`config.mk`:
```
export PLATFORM = sky130hd
export DESIGN_NAME = mac_led_stream_decoder
export DESIGN_NICKNAME = d
export VERILOG_FILES = /design/src/rtl/mac_led_pkg.sv /design/src/rtl/mac_led_sync_edge.sv /design/src/rtl/mac_led_stream_decoder.sv
export SDC_FILE = /design/constraint.sdc
export NUM_CORES = 1
export LEC_CHECK = 0
export BUFFER_PORTS_ARGS = -buffer_cell sky130_fd_sc_hd__buf_4
export CAP_MARGIN = 20
export CELL_PAD_IN_SITES_DETAIL_PLACEMENT = 1
export CELL_PAD_IN_SITES_GLOBAL_PLACEMENT = 2
export CORE_ASPECT_RATIO = 1.75
export CORE_MARGIN = 2
export CORE_UTILIZATION = 30
export DETAILED_ROUTE_END_ITERATION = 8
export GPL_TIMING_DRIVEN = 0
export HOLD_SLACK_MARGIN = 0.02
export PLACE_DENSITY = 0.7
export SLEW_MARGIN = 20
export SYNTH_ARGS = -nofsm -noshare
export SYNTH_HDL_FRONTEND = slang
export SYNTH_HIERARCHICAL = 1
export SYNTH_SLANG_ARGS = --single-unit
export TNS_END_PERCENT = 20
```
`constraint.sdc`:
```
create_clock -name iClk -period 3.25 [get_ports iClk]
set_input_delay 0.325 -clock iClk [delete_from_list [all_inputs] [get_ports iClk]]
set_output_delay 0.325 -clock iClk [all_outputs]
set_load 0.03 [all_outputs]
```
`src/rtl/mac_led_pkg.sv`:
```
// mac_led_pkg
//   Shared definitions for the MAC serial LED stream decoder.
//   - state_t    : frame decoder states (IDLE/START/SHIFT/DRAIN)
//   - frame_bits : total bits in one frame (ports x bits per port)
//   - sat_inc    : saturating increment for counters up to 32 bits wide
package mac_led_pkg;

  typedef enum logic [1:0] {
    IDLE  = 2'd0,
    START = 2'd1,
    SHIFT = 2'd2,
    DRAIN = 2'd3
  } state_t;

  function automatic int frame_bits(input int num_ports, input int bits_per_port);
    return num_ports * bits_per_port;
  endfunction

  // Increments value but sticks at the all-ones pattern of a width-bit counter.
  // Callers zero-extend their counter into 32 bits and truncate the result back.
  function automatic logic [31:0] sat_inc(input logic [31:0] value, input int unsigned width);
    logic [31:0] max_val;
    max_val = (width >= 32) ? 32'hFFFF_FFFF : ((32'd1 << width) - 32'd1);
    return (value == max_val) ? value : value + 32'd1;
  endfunction

endpackage

```
`src/rtl/mac_led_sync_edge.sv`:
```
// mac_led_sync_edge
//   Brings one asynchronous line into the clk domain through SYNC_STAGES
//   flops, then one more flop used only for edge detection.
// Ports
//   clk    in  1  sampling clock
//   rst_n  in  1  asynchronous reset, active low
//   din    in  1  asynchronous input line
//   level  out 1  synchronised level
//   rise   out 1  one-cycle pulse on a synchronised 0->1 transition
//   fall   out 1  one-cycle pulse on a synchronised 1->0 transition
module mac_led_sync_edge #(
  parameter int SYNC_STAGES = 2
) (
  input  logic clk,
  input  logic rst_n,
  input  logic din,
  output logic level,
  output logic rise,
  output logic fall
);

  logic [SYNC_STAGES-1:0] sync_reg;
  logic                   edge_reg;

  always_ff @(posedge clk or negedge rst_n) begin
    if (!rst_n) begin
      sync_reg <= '0;
      edge_reg <= 1'b0;
    end else begin
      sync_reg <= {sync_reg[SYNC_STAGES-2:0], din};
      edge_reg <= sync_reg[SYNC_STAGES-1];
    end
  end

  assign level = sync_reg[SYNC_STAGES-1];
  assign rise  = level & ~edge_reg;
  assign fall  = ~level & edge_reg;

endmodule

```
`src/rtl/mac_led_stream_decoder.sv`:
```
// mac_led_stream_decoder
//   Decodes the MAC serial LED stream (start pulse on LED_DATA0 while
//   LED_CLK0 is low, then NUM_PORTS*BITS_PER_PORT bits sampled on LED_CLK0
//   rising edges) into a parallel LED word, with frame error detection,
//   saturating counters and a stale-link watchdog.
// Ports
//   iClk          in  1           system clock
//   iRstn         in  1           asynchronous reset, active low
//   LED_CLK0      in  1           serial LED clock (async)
//   LED_DATA0     in  1           serial LED data (async)
//   oLed_data     out FRAME_BITS  last good frame, port 0 in the top bits
//   oFrame_valid  out 1           pulse when oLed_data is updated
//   oFrame_err    out 1           pulse on short frame, overrun or missing start
//   oStale        out 1           no good frame for FRAME_WDOG cycles
//   oFrame_cnt    out CNT_W       good frames (saturating)
//   oErr_cnt      out CNT_W       errored frames (saturating)
module mac_led_stream_decoder
  import mac_led_pkg::*;
#(
  parameter int NUM_PORTS      = 4,
  parameter int BITS_PER_PORT  = 16,
  parameter bit LSB_FIRST      = 1'b0,
  parameter int SYNC_STAGES    = 2,
  parameter int IDLE_TIMEOUT   = 64,
  parameter int FRAME_WDOG     = 1000000,
  parameter bit CLEAR_ON_STALE = 1'b0,
  parameter int CNT_W          = 16,
  localparam int FRAME_BITS    = frame_bits(NUM_PORTS, BITS_PER_PORT)
) (
  input  logic                  iClk,
  input  logic                  iRstn,
  input  logic                  LED_CLK0,
  input  logic                  LED_DATA0,
  output logic [FRAME_BITS-1:0] oLed_data,
  output logic                  oFrame_valid,
  output logic                  oFrame_err,
  output logic                  oStale,
  output logic [CNT_W-1:0]      oFrame_cnt,
  output logic [CNT_W-1:0]      oErr_cnt
);

  localparam int BIT_W  = $clog2(FRAME_BITS + 1);
  localparam int IDLE_W = $clog2(IDLE_TIMEOUT + 1);
  localparam int WDOG_W = $clog2(FRAME_WDOG + 1);

  logic clk_s, clk_rise, clk_fall_unused;
  logic data_s, data_rise, data_fall;

  // Both lines go through identical pipelines so their edges stay aligned.
  mac_led_sync_edge #(.SYNC_STAGES(SYNC_STAGES)) u_sync_clk (
    .clk   (iClk),
    .rst_n (iRstn),
    .din   (LED_CLK0),
    .level (clk_s),
    .rise  (clk_rise),
    .fall  (clk_fall_unused)
  );

  mac_led_sync_edge #(.SYNC_STAGES(SYNC_STAGES)) u_sync_data (
    .clk   (iClk),
    .rst_n (iRstn),
    .din   (LED_DATA0),
    .level (data_s),
    .rise  (data_rise),
    .fall  (data_fall)
  );

  state_t                 state_reg;
  logic [FRAME_BITS-1:0]  shift_reg;
  logic [FRAME_BITS-1:0]  shift_next;
  logic [FRAME_BITS-1:0]  led_data_reg;
  logic [BIT_W-1:0]       bit_cnt_reg;
  logic [IDLE_W-1:0]      idle_cnt_reg;
  logic [WDOG_W-1:0]      wdog_cnt_reg;
  logic [CNT_W-1:0]       frame_cnt_reg;
  logic [CNT_W-1:0]       err_cnt_reg;
  logic                   valid_reg;
  logic                   err_reg;
  logic                   stale_reg;
  logic                   err_flagged_reg;  // error already reported for this frame
  logic                   commit;
  logic                   idle_expired;

  // With MSB-first the first received bit ends up at the top after FRAME_BITS shifts.
  assign shift_next = LSB_FIRST ? {data_s, shift_reg[FRAME_BITS-1:1]}
                                : {shift_reg[FRAME_BITS-2:0], data_s};

  assign commit       = (state_reg == SHIFT) && clk_rise &&
                        (bit_cnt_reg == BIT_W'(FRAME_BITS - 1));
  // idle_cnt_reg counts quiet cycles already elapsed; this cycle is the last one.
  assign idle_expired = (idle_cnt_reg == IDLE_W'(IDLE_TIMEOUT - 1));

  always_ff @(posedge iClk or negedge iRstn) begin
    if (!iRstn) begin
      state_reg       <= IDLE;
      shift_reg       <= '0;
      led_data_reg    <= '0;
      bit_cnt_reg     <= '0;
      idle_cnt_reg    <= '0;
      wdog_cnt_reg    <= '0;
      frame_cnt_reg   <= '0;
      err_cnt_reg     <= '0;
      valid_reg       <= 1'b0;
      err_reg         <= 1'b0;
      stale_reg       <= 1'b0;
      err_flagged_reg <= 1'b0;
    end else begin
      valid_reg <= 1'b0;
      err_reg   <= 1'b0;

      case (state_reg)
        IDLE: begin
          idle_cnt_reg    <= '0;
          err_flagged_reg <= 1'b0;
          if (data_rise && !clk_s) begin
            state_reg <= START;
          end else if (clk_rise) begin
            // Clocking without a start pulse: report once, then drain the rest.
            state_reg       <= DRAIN;
            err_reg         <= 1'b1;
            err_cnt_reg     <= CNT_W'(sat_inc(32'(err_cnt_reg), CNT_W));
            err_flagged_reg <= 1'b1;
          end
        end

        START: begin
          if (data_fall) begin
            state_reg    <= SHIFT;
            bit_cnt_reg  <= '0;
            idle_cnt_reg <= '0;
          end else if (idle_expired) begin
            state_reg   <= IDLE;
            err_reg     <= 1'b1;
            err_cnt_reg <= CNT_W'(sat_inc(32'(err_cnt_reg), CNT_W));
          end else begin
            idle_cnt_reg <= idle_cnt_reg + 1'b1;
          end
        end

        SHIFT: begin
          if (clk_rise) begin
            shift_reg    <= shift_next;
            bit_cnt_reg  <= bit_cnt_reg + 1'b1;
            idle_cnt_reg <= '0;
            if (commit) begin
              led_data_reg    <= shift_next;
              valid_reg       <= 1'b1;
              frame_cnt_reg   <= CNT_W'(sat_inc(32'(frame_cnt_reg), CNT_W));
              err_flagged_reg <= 1'b0;
              state_reg       <= DRAIN;
            end
          end else if (idle_expired) begin
            // Short frame: drop it and keep the previously committed data.
            state_reg   <= IDLE;
            err_reg     <= 1'b1;
            err_cnt_reg <= CNT_W'(sat_inc(32'(err_cnt_reg), CNT_W));
          end else begin
            idle_cnt_reg <= idle_cnt_reg + 1'b1;
          end
        end

        DRAIN: begin
          if (clk_rise) begin
            idle_cnt_reg <= '0;
            if (!err_flagged_reg) begin
              err_reg         <= 1'b1;
              err_cnt_reg     <= CNT_W'(sat_inc(32'(err_cnt_reg), CNT_W));
              err_flagged_reg <= 1'b1;
            end
          end else if (idle_expired) begin
            state_reg <= IDLE;
          end else begin
            idle_cnt_reg <= idle_cnt_reg + 1'b1;
          end
        end

        default: state_reg <= IDLE;
      endcase

      // Watchdog: a commit and a stale-clear never happen in the same cycle,
      // so the two writes to led_data_reg are exclusive.
      if (commit) begin
        wdog_cnt_reg <= '0;
        stale_reg    <= 1'b0;
      end else if (wdog_cnt_reg != WDOG_W'(FRAME_WDOG)) begin
        wdog_cnt_reg <= wdog_cnt_reg + 1'b1;
        if (wdog_cnt_reg == WDOG_W'(FRAME_WDOG - 1)) begin
          stale_reg <= 1'b1;
          if (CLEAR_ON_STALE) begin
            led_data_reg <= '0;
          end
        end
      end
    end
  end

  assign oLed_data    = led_data_reg;
  assign oFrame_valid = valid_reg;
  assign oFrame_err   = err_reg;
  assign oStale       = stale_reg;
  assign oFrame_cnt   = frame_cnt_reg;
  assign oErr_cnt     = err_cnt_reg;

endmodule
```
==> run summary, run 1 <==
CP Launch Type: flop
FF/Latch Area: 5130 sq um
endpoints failing setup: 0
Reg clk slew, reported paths: 70 ps
Hold Crit Class: in -> async
CP max FO: 10
clock skew: 9.60 ps
Critical Path AT: 3440 ps
vias per cell: 4.67
post-CTS setup buffers: 0
fin area: 10,700 sq um
max_slew headroom: 56.0%
Slew @ Worst Pin: 660 ps
floorplan row count: 81
Critical path buffers and inverters: 4
grt total ovfl: 0
width of the die: 132 um
max FFs per register: 64
WL/cell: 16.5 um
DRC Markers: 0
clock buffer count from CTS: 22
final net count: 799
Iter 0 DRT Violations: 144
detailed-placement wirelength estimate: 13,600 um
critical path's slowest cell: clkbuf_1
outcome: finished clean
Post-Syn Nets: 668
Crit. Startpoint: state_reg[0]$_DFFE_PN0P_
Worst path most repeated cell: clkbuf_1
area grow syn2layout: 24.9%
pwr/cell area: 602 nW/um^2
largest net degree at the start of global routing: 94
Tot Pwr: 0.00643 W
total number of vias: 5,471
total routed wirelength: 19,300 um
Final Hold Violating Endpoints: 0
I/O pins: 103
Filler cells: 3,029
gr usage total: 13.2%
clk_lat worst skew: 510 ps
first-pass GRT wire length: 32,100 um
first drt pass iteration count: 4
Post-Syn Instances: 652
footprint of the multi-input gates: 3260 sq um
routability cong.: 0.752
Port Buffers: 102
Max Slew Vio Count: 0
Final ANT Viol Nets: 0
yosys warns: 6
core box area: 28,000 sq um
Post-Place Cell Area: 9840 sq um
RSZ-0062 raised after global routing: true
clock sink total: 205
antenna fix cells: 0
fin crit share: 93.7%
Req. time, crit path: 3640 ps
vias in the first global route: 6,071
Min Hold Slack: 251 ps
syn avg cell area: 13.1 sq um
clk buf depth: 3
Post-Syn Area: 8550 sq um
H-tree Lvls: 1
CTS root buffer: clkbuf_16
worst vdd ir: 0.471 mV
Die Footprint: 29,900 sq um
min Tclk post-route: 3050 ps
number of max-cap violations: 0
Worst setup EP type: flop
Reg-to-Reg Start: state_reg[0]$_DFFE_PN0P_
Max Clk Rate: 0.328 GHz
TritonCTS clock tree: yes
antenna violations before repair: 0
Max stage delay on crit path: 550 ps
leakage: 5.30 nW
CP delay by family, top: buffers and inverters
Die Span Y: 227 um
critical path type: reg -> reg
CP Cell Sequence: inv_1 > ha_1 > nand2_1 > or4_1 > clkbuf_1 > clkbuf_1 > buf_1 > mux2_2
layout cells sized above 1: 35.2%
Initial Utilization: 30.6%
==> worst paths after layout <==
check | slack, ps | end | cells past startpoint
min reg2reg | 350 | u_sync_clk/sync_reg[1]$_DFF_PN0_ | 0
max in group asynchronous | 2280 | shift_reg[39]$_DFFE_PN0P_ | 3
min | 250 | u_sync_clk/edge_reg$_DFF_PN0_ | 2
max | 200 | oLed_data[23]$_DFFE_PN0P_ | 8
max reg2reg | 200 | oLed_data[23]$_DFFE_PN0P_ | 8
min in group iClk | 350 | u_sync_clk/sync_reg[1]$_DFF_PN0_ | 0
==> power breakdown <==
part | switching, W | internal, W
Sequential | 0.000124 | 0.00267
Combinational | 0.000533 | 0.000345
Clock | 0.00105 | 0.00171
Total | 0.00171 | 0.00472
==> cell type report <==
class / instances / area share [%]
Buffer: 25 / 1.04
Clock buffer: 29 / 5.98
Clock inverter: 10 / 1.55
Inverter: 12 / 0.422
Multi-Input combinational cell: 410 / 30.6
Sequential cell: 205 / 48.0
Tap cell: 373 / 4.37
Timing Repair Buffer: 107 / 8.04
==> metal layers <==
metal	wire length [um]	vias to the layer above	global-route usage (%)
li1	-	2544	-
met1	7260	2807	14.0
met2	10800	89	25.7
met3	706	31	2.34
met4	537	0	5.33
met5	0	-	0
==> stage by stage <==
| stage | utilization, % | setup slack, ps | std cells | TNS (ps) |
|---|---|---|---|---|
| after CTS | 38.2 | 27.1 | 1171 | 0 |
| after global placement | 35.0 | 69.7 | 1127 | 0 |
| final | 38.2 | 204 | 1171 | 0 |
| after detailed placement | 35.2 | 54.6 | 1129 | 0 |
| after global routing | 38.2 | -58.9 | 1171 | -900 |
| after floorplan | - | 974 | 652 | 0 |
==> placed cells by master, fill, tap and decap left out, types with 4 or more instances in the layout <==
cell type	n
a21oi_1	14
and2_1	4
and3_1	7
and4_1	7
buf_4	101
bufinv_16	4
clkbuf_1	20
clkbuf_16	23
clkbuf_8	4
dfrtp_1	205
ha_1	12
inv_1	12
inv_6	4
mux2_2	132
nand2_1	30
nand2b_1	6
nand3_1	18
nand4_1	12
nor2_1	41
nor2b_1	4
nor3_1	19
nor4_1	4
o21ai_0	11
or3_1	6
xnor2_1	24
xor2_1	27
==> what timing repair did <==
action / 4_1_cts / 5_1_grt
gates resized for setup: 0 / 2
endpoints found under the hold margin: 23 / 0
setup endpoints to repair: 0 / 30
hold buffers: 3 / 0
==> worst reg2reg max path, delay by kind of cell, from the launching register on <==
| family | cells | cell delay [ps] |
|---|---|---|
| buffers and inverters | 4 | 1500 |
| muxes | 1 | 420 |
| and+or+nand+nor | 2 | 310 |
| DFF | 1 | 440 |
| adders and majority gates | 1 | 270 |
Note: power is estimated with default switching activity, not from simulation.
==> run 2, diff against run 1 <==
GPL_ROUTABILITY_DRIVEN = 0   (was not set)
PLACE_DENSITY = not set   (was 0.7)
PLACE_DENSITY_LB_ADDON = 0.1   (was not set)
==> run 2 against run 1 <==
Effect of this change:
- register-to-register slack improved by 210 ps
- first-iteration DRC count fell by 9.7%
- critical path depth did not move
- via count rose by 0.42%
- combinational power barely moved
- flip-flop and latch count did not move
- final area fell by 0.37%
==> run summary, run 2 (synthesized netlist as in run 1, its figures left out) <==
Hold Crit Class: in -> async (unchanged)
Max Clk Rate: 0.353 GHz (was 0.328 GHz)
gr usage total: 13.5% (was 13.2%)
critical path type: reg -> reg (unchanged)
r2r endpoint: oLed_data[53]$_DFFE_PN0P_ (was oLed_data[23]$_DFFE_PN0P_)
fin area: 10,600 sq um (was 10,700 sq um)
area grow syn2layout: 24.4% (was 24.9%)
grt total ovfl: 0 (unchanged)
RSZ-0062 raised after global routing: false (was true)
commonest non-fill, non-tap cells in the layout: dfrtp_1 (205), mux2_2 (132), buf_4 (101) (unchanged)
core box area: 28,000 sq um (unchanged)
worst vdd ir: 0.397 mV (was 0.471 mV)
vias per cell: 4.70 (was 4.67)
R2R Setup Slk: 410 ps (was 200 ps)
number of max-cap violations: 0 (unchanged)
Final Hold Violating Endpoints: 0 (unchanged)
Port Buffers: 102 (unchanged)
clock buffer count from CTS: 22 (unchanged)
Reg clk slew, reported paths: 60 ps (was 70 ps)
most common cell after layout, fill and taps aside: dfrtp_1 (unchanged)
leakage: 5.28 nW (was 5.30 nW)
Iter 0 DRT Violations: 130 (was 144)
CP endpoint: oLed_data[53]$_DFFE_PN0P_ (was oLed_data[23]$_DFFE_PN0P_)
H-tree Lvls: 1 (unchanged)
clk_lat worst skew: 520 ps (was 510 ps)
pwr/cell area: 594 nW/um^2 (was 602 nW/um^2)
clock skew: 20.6 ps (was 9.60 ps)
Die Span Y: 227 um (unchanged)
TritonCTS clock tree: yes (unchanged)
Reg-to-Reg Start: state_reg[0]$_DFFE_PN0P_ (unchanged)
CP Launch Type: flop (unchanged)
final net count: 799 (unchanged)
max FFs per register: 64 (unchanged)
largest net degree at the start of global routing: 81 (was 94)
Die Footprint: 29,900 sq um (unchanged)
FF/Latch Area: 5130 sq um (unchanged)
first drt pass iteration count: 4 (unchanged)
total number of vias: 5,494 (was 5,471)
layout cells sized above 1: 34.8% (was 35.2%)
endpoints failing setup: 0 (unchanged)
Initial Utilization: 30.6% (unchanged)
width of the die: 132 um (unchanged)
CP max FO: 10 (unchanged)
final worst setup slack: 413 ps (was 204 ps)
footprint of the multi-input gates: 3260 sq um (unchanged)
Critical Path AT: 3220 ps (was 3440 ps)
antenna violations before repair: 0 (unchanged)
Crit. Startpoint: state_reg[0]$_DFFE_PN0P_ (unchanged)
Final ANT Viol Nets: 0 (unchanged)
Max Slew Vio Count: 0 (unchanged)
outcome: finished clean (unchanged)
Worst setup EP type: flop (unchanged)
Worst Reg-to-Reg Cells: 8 (unchanged)
floorplan row count: 81 (unchanged)
vias in the first global route: 6,209 (was 6,071)
fin crit share: 87.3% (was 93.7%)
Filler cells: 3,024 (was 3,029)
clk buf depth: 3 (unchanged)
WL/cell: 16.6 um (was 16.5 um)
CTS root buffer: clkbuf_16 (unchanged)
total routed wirelength: 19,400 um (was 19,300 um)
Slew @ Worst Pin: 623 ps (was 660 ps)
Req. time, crit path: 3640 ps (about the same)
first-pass GRT wire length: 33,100 um (was 32,100 um)
dpl ws: 2.50 ps (was 54.6 ps)
Post-Place Cell Area: 9840 sq um (unchanged)
setup_tns: 0 ps (unchanged)
antenna fix cells: 0 (unchanged)
detailed-placement wirelength estimate: 13,900 um (was 13,600 um)
clock sink total: 205 (unchanged)
min Tclk post-route: 2840 ps (was 3050 ps)
DRC Markers: 0 (unchanged)
I/O pins: 103 (unchanged)
max_slew headroom: 58.5% (was 56.0%)
## run 2: worst min-delay path by stage
stage | start | to | slack [ps] | cells past startpoint
finish | iRstn | idle_cnt_reg[6]$_DFF_PN0_ | 320 | 2
global route | iRstn | idle_cnt_reg[4]$_DFF_PN0_ | 340 | 2
CTS | iRstn | idle_cnt_reg[2]$_DFF_PN0_ | 320 | 2
detailed placement | iRstn | idle_cnt_reg[4]$_DFF_PN0_ | 270 | 1
global placement | u_sync_data/sync_reg[0]$_DFF_PN0_ | u_sync_data/sync_reg[1]$_DFF_PN0_ | 340 | 0
floorplan | iRstn | bit_cnt_reg[0]$_DFFE_PN0P_ | 30 | 0
## run 2: power breakdown
group | leakage [nW] | internal (W) | switching, W
Clock | 0.376 | 0.00164 | 0.00101
Combinational | 2.09 | 0.000345 | 0.000533
Sequential | 2.81 | 0.00267 | 0.000125
Total | 5.28 | 0.00465 | 0.00167
## run 2: metal layers
layer | share of wire, % | vias to the layer above | global-route usage [%]
met1 | 38 | 2831 | 14.5
li1 | - | 2543 | -
met4 | 2.6 | 0 | 5.08
met5 | 0 | - | 0
met3 | 4.8 | 30 | 2.96
met2 | 55 | 90 | 25.8
## run 2: cell type report
class / instances / area share, %
buffer: 25 / 1.05
clock buffer: 33 / 6.23
clock inverter: 5 / 0.941
inverter: 12 / 0.423
multi-input combinational: 410 / 30.7
sequential: 205 / 48.2
tap: 373 / 4.39
timing repair buffer: 107 / 8.07
## run 2: timing repair
item,CTS,global route
hold buffers,3,0
gates resized for setup,1,0
endpoints found under the setup margin,4,0
buffers inserted,0,0
endpoints found under the hold margin,51,0
## run 2: critical path: stages (launching register included)
cell and delay (ps):
dfrtp_1 450, inv_1 130, ha_1 270, nand2_1 180, or4_1 140, clkbuf_1 270, clkbuf_2 370, clkbuf_1 500
mux2_2 400
## run 2: stage by stage
| step | cells | total power, W | util (%) | hold slack, ps |
|---|---|---|---|---|
| final | 1170 | 0.00632 | 38.0 | 324 |
| after detailed placement | 1129 | 0.00374 | 35.2 | 269 |
| after global routing | 1170 | 0.00666 | 38.0 | 342 |
| after global placement | 1127 | 0.00369 | 35.0 | 344 |
| after CTS | 1170 | 0.00646 | 38.0 | 315 |
| after floorplan | 652 | 0.00340 | - | 29.4 |
==> run 3, diff against run 2 <==
SYNTH_HIERARCHICAL = not set   (was 1)
==> run 3 against run 2 <==
Effect of this change:
- cell count rose by 11%
- critical path depth is 1 higher
- worst hold slack worse by 7.4 ps
- register-to-register slack worse by 50 ps
- final area down 0.16%
- critical endpoint is now oLed_data[42]$_DFFE_PN0P_
==> run summary, run 3 <==
Post-Syn Nets: 794 (was 668)
part of the power in registers: 45.8% (was 44.2%)
Initial Utilization: 30.3% (was 30.6%)
width of the die: 132 um (about the same)
ys flop type: dfrtp_1
post_cts resized: 0 (was 1)
CP Launch Type: flop (unchanged)
Req. time, crit path: 3630 ps (was 3640 ps)
number of max-cap violations: 0 (unchanged)
vias per cell: 4.61 (was 4.70)
ys async rst share: 100%
floorplan row count: 82 (was 81)
Die Span Y: 228 um (was 227 um)
CP max FO: 10 (unchanged)
Seq cells post-synth: 205
TritonCTS clock tree: yes (unchanged)
Post-Syn Area: 8620 sq um (was 8550 sq um)
clock buffer count from CTS: 21 (was 22)
CTS root buffer: clkbuf_16 (unchanged)
Final ANT Viol Nets: 0 (unchanged)
first-pass GRT wire length: 36,200 um (was 33,100 um)
final net count: 924 (was 799)
fin crit share: 88.7% (was 87.3%)
max FFs per register: 64 (unchanged)
Post-synth top cells: nand2_1 (224), dfrtp_1 (205), mux2_2 (66), nor2_1 (36), xor2_1 (30)
Post-synth EDFFs: 0
endpoints failing setup: 0 (unchanged)
antenna fix cells: 0 (unchanged)
Slew @ Worst Pin: 732 ps (was 623 ps)
clock network power share: 39.4% (was 41.9%)
yosys warns: 0 (was 6)
grt total ovfl: 0 (unchanged)
largest cells by area after synthesis: dfrtp_1 (60%), nand2_1 (9.8%), mux2_2 (8.6%), xor2_1 (3.0%), xnor2_1 (2.2%)
Hold Crit Class: in -> async (unchanged)
Synth area leader: dfrtp_1
critical path type: reg -> reg (unchanged)
Max Slew Vio Count: 0 (unchanged)
commonest non-fill, non-tap cells in the layout: nand2_1 (224), dfrtp_1 (205), buf_4 (101) (was dfrtp_1 (205), mux2_2 (132), buf_4 (101))
Post-Syn Instances: 778 (was 652)
detailed-placement wirelength estimate: 15,400 um (was 13,900 um)
area share of the largest cell type after synthesis: 59.5%
count leader, synth: nand2_1
worst vdd ir: 0.418 mV (was 0.397 mV)
I/O pins: 103 (unchanged)
sequential fraction of the synthesis area: 59.5%
total routed wirelength: 21,400 um (was 19,400 um)
first drt pass iteration count: 4 (unchanged)
max_slew headroom: 51.2% (was 58.5%)
outcome: finished clean (unchanged)
Critical Path AT: 3270 ps (was 3220 ps)
Max Clk Rate: 0.347 GHz (was 0.353 GHz)
vias in the first global route: 6,943 (was 6,209)
Final Hold Violating Endpoints: 0 (unchanged)
total number of vias: 5,986 (was 5,494)
P_sw: 0.00167 W (about the same)
core box area: 28,400 sq um (was 28,000 sq um)
synth unique cells: 48
most common cell after layout, fill and taps aside: nand2_1 (was dfrtp_1)
clk buf depth: 3 (unchanged)
DRC Markers: 0 (unchanged)
setup_tns: 0 ps (unchanged)
fin cells: 1,298 (was 1,170)
antenna violations before repair: 0 (unchanged)
Placed Cells: 1,260 (was 1,129)
Reg clk slew, reported paths: 60 ps (about the same)
syn avg cell area: 11.1 sq um (was 13.1 sq um)
gr usage total: 14.6% (was 13.5%)
Port Buffers: 102 (unchanged)
Pint: 0.00441 W (was 0.00465 W)
layout cells sized above 1: 24.8% (was 34.8%)
H-tree Lvls: 1 (unchanged)
area grow syn2layout: 23.2% (was 24.4%)
Sw Ratio: 27.4% (was 26.4%)
largest net degree at the start of global routing: 84 (was 81)
clock skew: 13.5 ps (was 20.6 ps)
RSZ-0062 raised after global routing: false (unchanged)
clock sink total: 205 (unchanged)
Min Hold Slack: 316 ps (was 324 ps)
Worst setup EP type: flop (unchanged)
min Tclk post-route: 2880 ps (was 2840 ps)
combinational power share: 14.8% (was 13.9%)
leakage: 5.46 nW (was 5.28 nW)
Iter 0 DRT Violations: 155 (was 130)
Die Footprint: 30,200 sq um (was 29,900 sq um)
WL/cell: 16.5 um (was 16.6 um)
clk_lat worst skew: 500 ps (was 520 ps)
pwr/cell area: 572 nW/um^2 (was 594 nW/um^2)
run 3: what timing repair did:
action,in CTS,in global routing
hold buffers,3,0
endpoints found under the hold margin,50,0
buffers inserted,0,0
run 3: power by group through the flow:
stage / clock network, W / registers (W) / logic [W]
after floorplan: 0 / 0.00287 / 0.000538
after global placement: 0 / 0.00282 / 0.000876
after detailed placement: 0 / 0.00283 / 0.000919
after CTS: 0.00250 / 0.00279 / 0.000926
after global routing: 0.00259 / 0.00280 / 0.00101
final: 0.00239 / 0.00278 / 0.000898
run 3: final timing paths:
kind                       cells past startpoint                          endpoint                             start  slack (ps)
min                                            2         oFrame_cnt[9]$_DFFE_PN0P_                             iRstn         320
min reg2reg                                    0  u_sync_clk.sync_reg[1]$_DFF_PN0_  u_sync_clk.sync_reg[0]$_DFF_PN0_         350
max                                            9         oLed_data[42]$_DFFE_PN0P_          state_reg[0]$_DFFE_PN0P_         370
max in group asynchronous                      4         shift_reg[45]$_DFFE_PN0P_                             iRstn        1790
min in group iClk                              0  u_sync_clk.sync_reg[1]$_DFF_PN0_  u_sync_clk.sync_reg[0]$_DFF_PN0_         350
max reg2reg                                    9         oLed_data[42]$_DFFE_PN0P_          state_reg[0]$_DFFE_PN0P_         370
run 3: cell families after synthesis:
family | synth area share, %
AO/OA/AOI/OAI | 3.34
buffers and inverters | 2.16
AND/OR/NAND/NOR | 19.0
adder cells (fa/ha/maj) | 1.74
flip-flops | 59.5
XOR/XNOR | 5.28
multiplexers | 8.97
run 3: per-layer routing:
metal	vias up	part of all wire (%)	global-route usage [%]
li1	2837	-	-
met1	3050	38	15.7
met2	75	57	28.6
met3	24	3.4	2.33
met4	0	2.1	4.59
met5	-	0	0
run 3: through the flow:
step | utilization [%] | power, W | worst slack [ps] | instance area [sq um]
after floorplan | - | 0.00341 | 964 | 8620
after global placement | 34.7 | 0.00370 | 308 | 9860
after detailed placement | 34.9 | 0.00375 | 238 | 9920
after CTS | 37.4 | 0.00621 | 218 | 10600
after global routing | 37.4 | 0.00641 | 51.2 | 10600
final | 37.4 | 0.00607 | 367 | 10600
run 3: critical path: stages (launching register included):
cell,delay [ps]
dfrtp_1,430
inv_1,150
ha_1,340
nand3b_2,200
or4_1,540
buf_2,200
clkbuf_1,350
clkbuf_1,350
nand2_1,140
nand2_1,60
run 3: area by class of cell:
cell class	count	area (sq um)
timing repair buffer	107	858
buffer	32	153
clock buffer	31	623
sequential	205	5130
clock inverter	4	45.0
multi-input combinational	532	3300
inverter	9	33.8
tap	378	473
fill	3158	17800
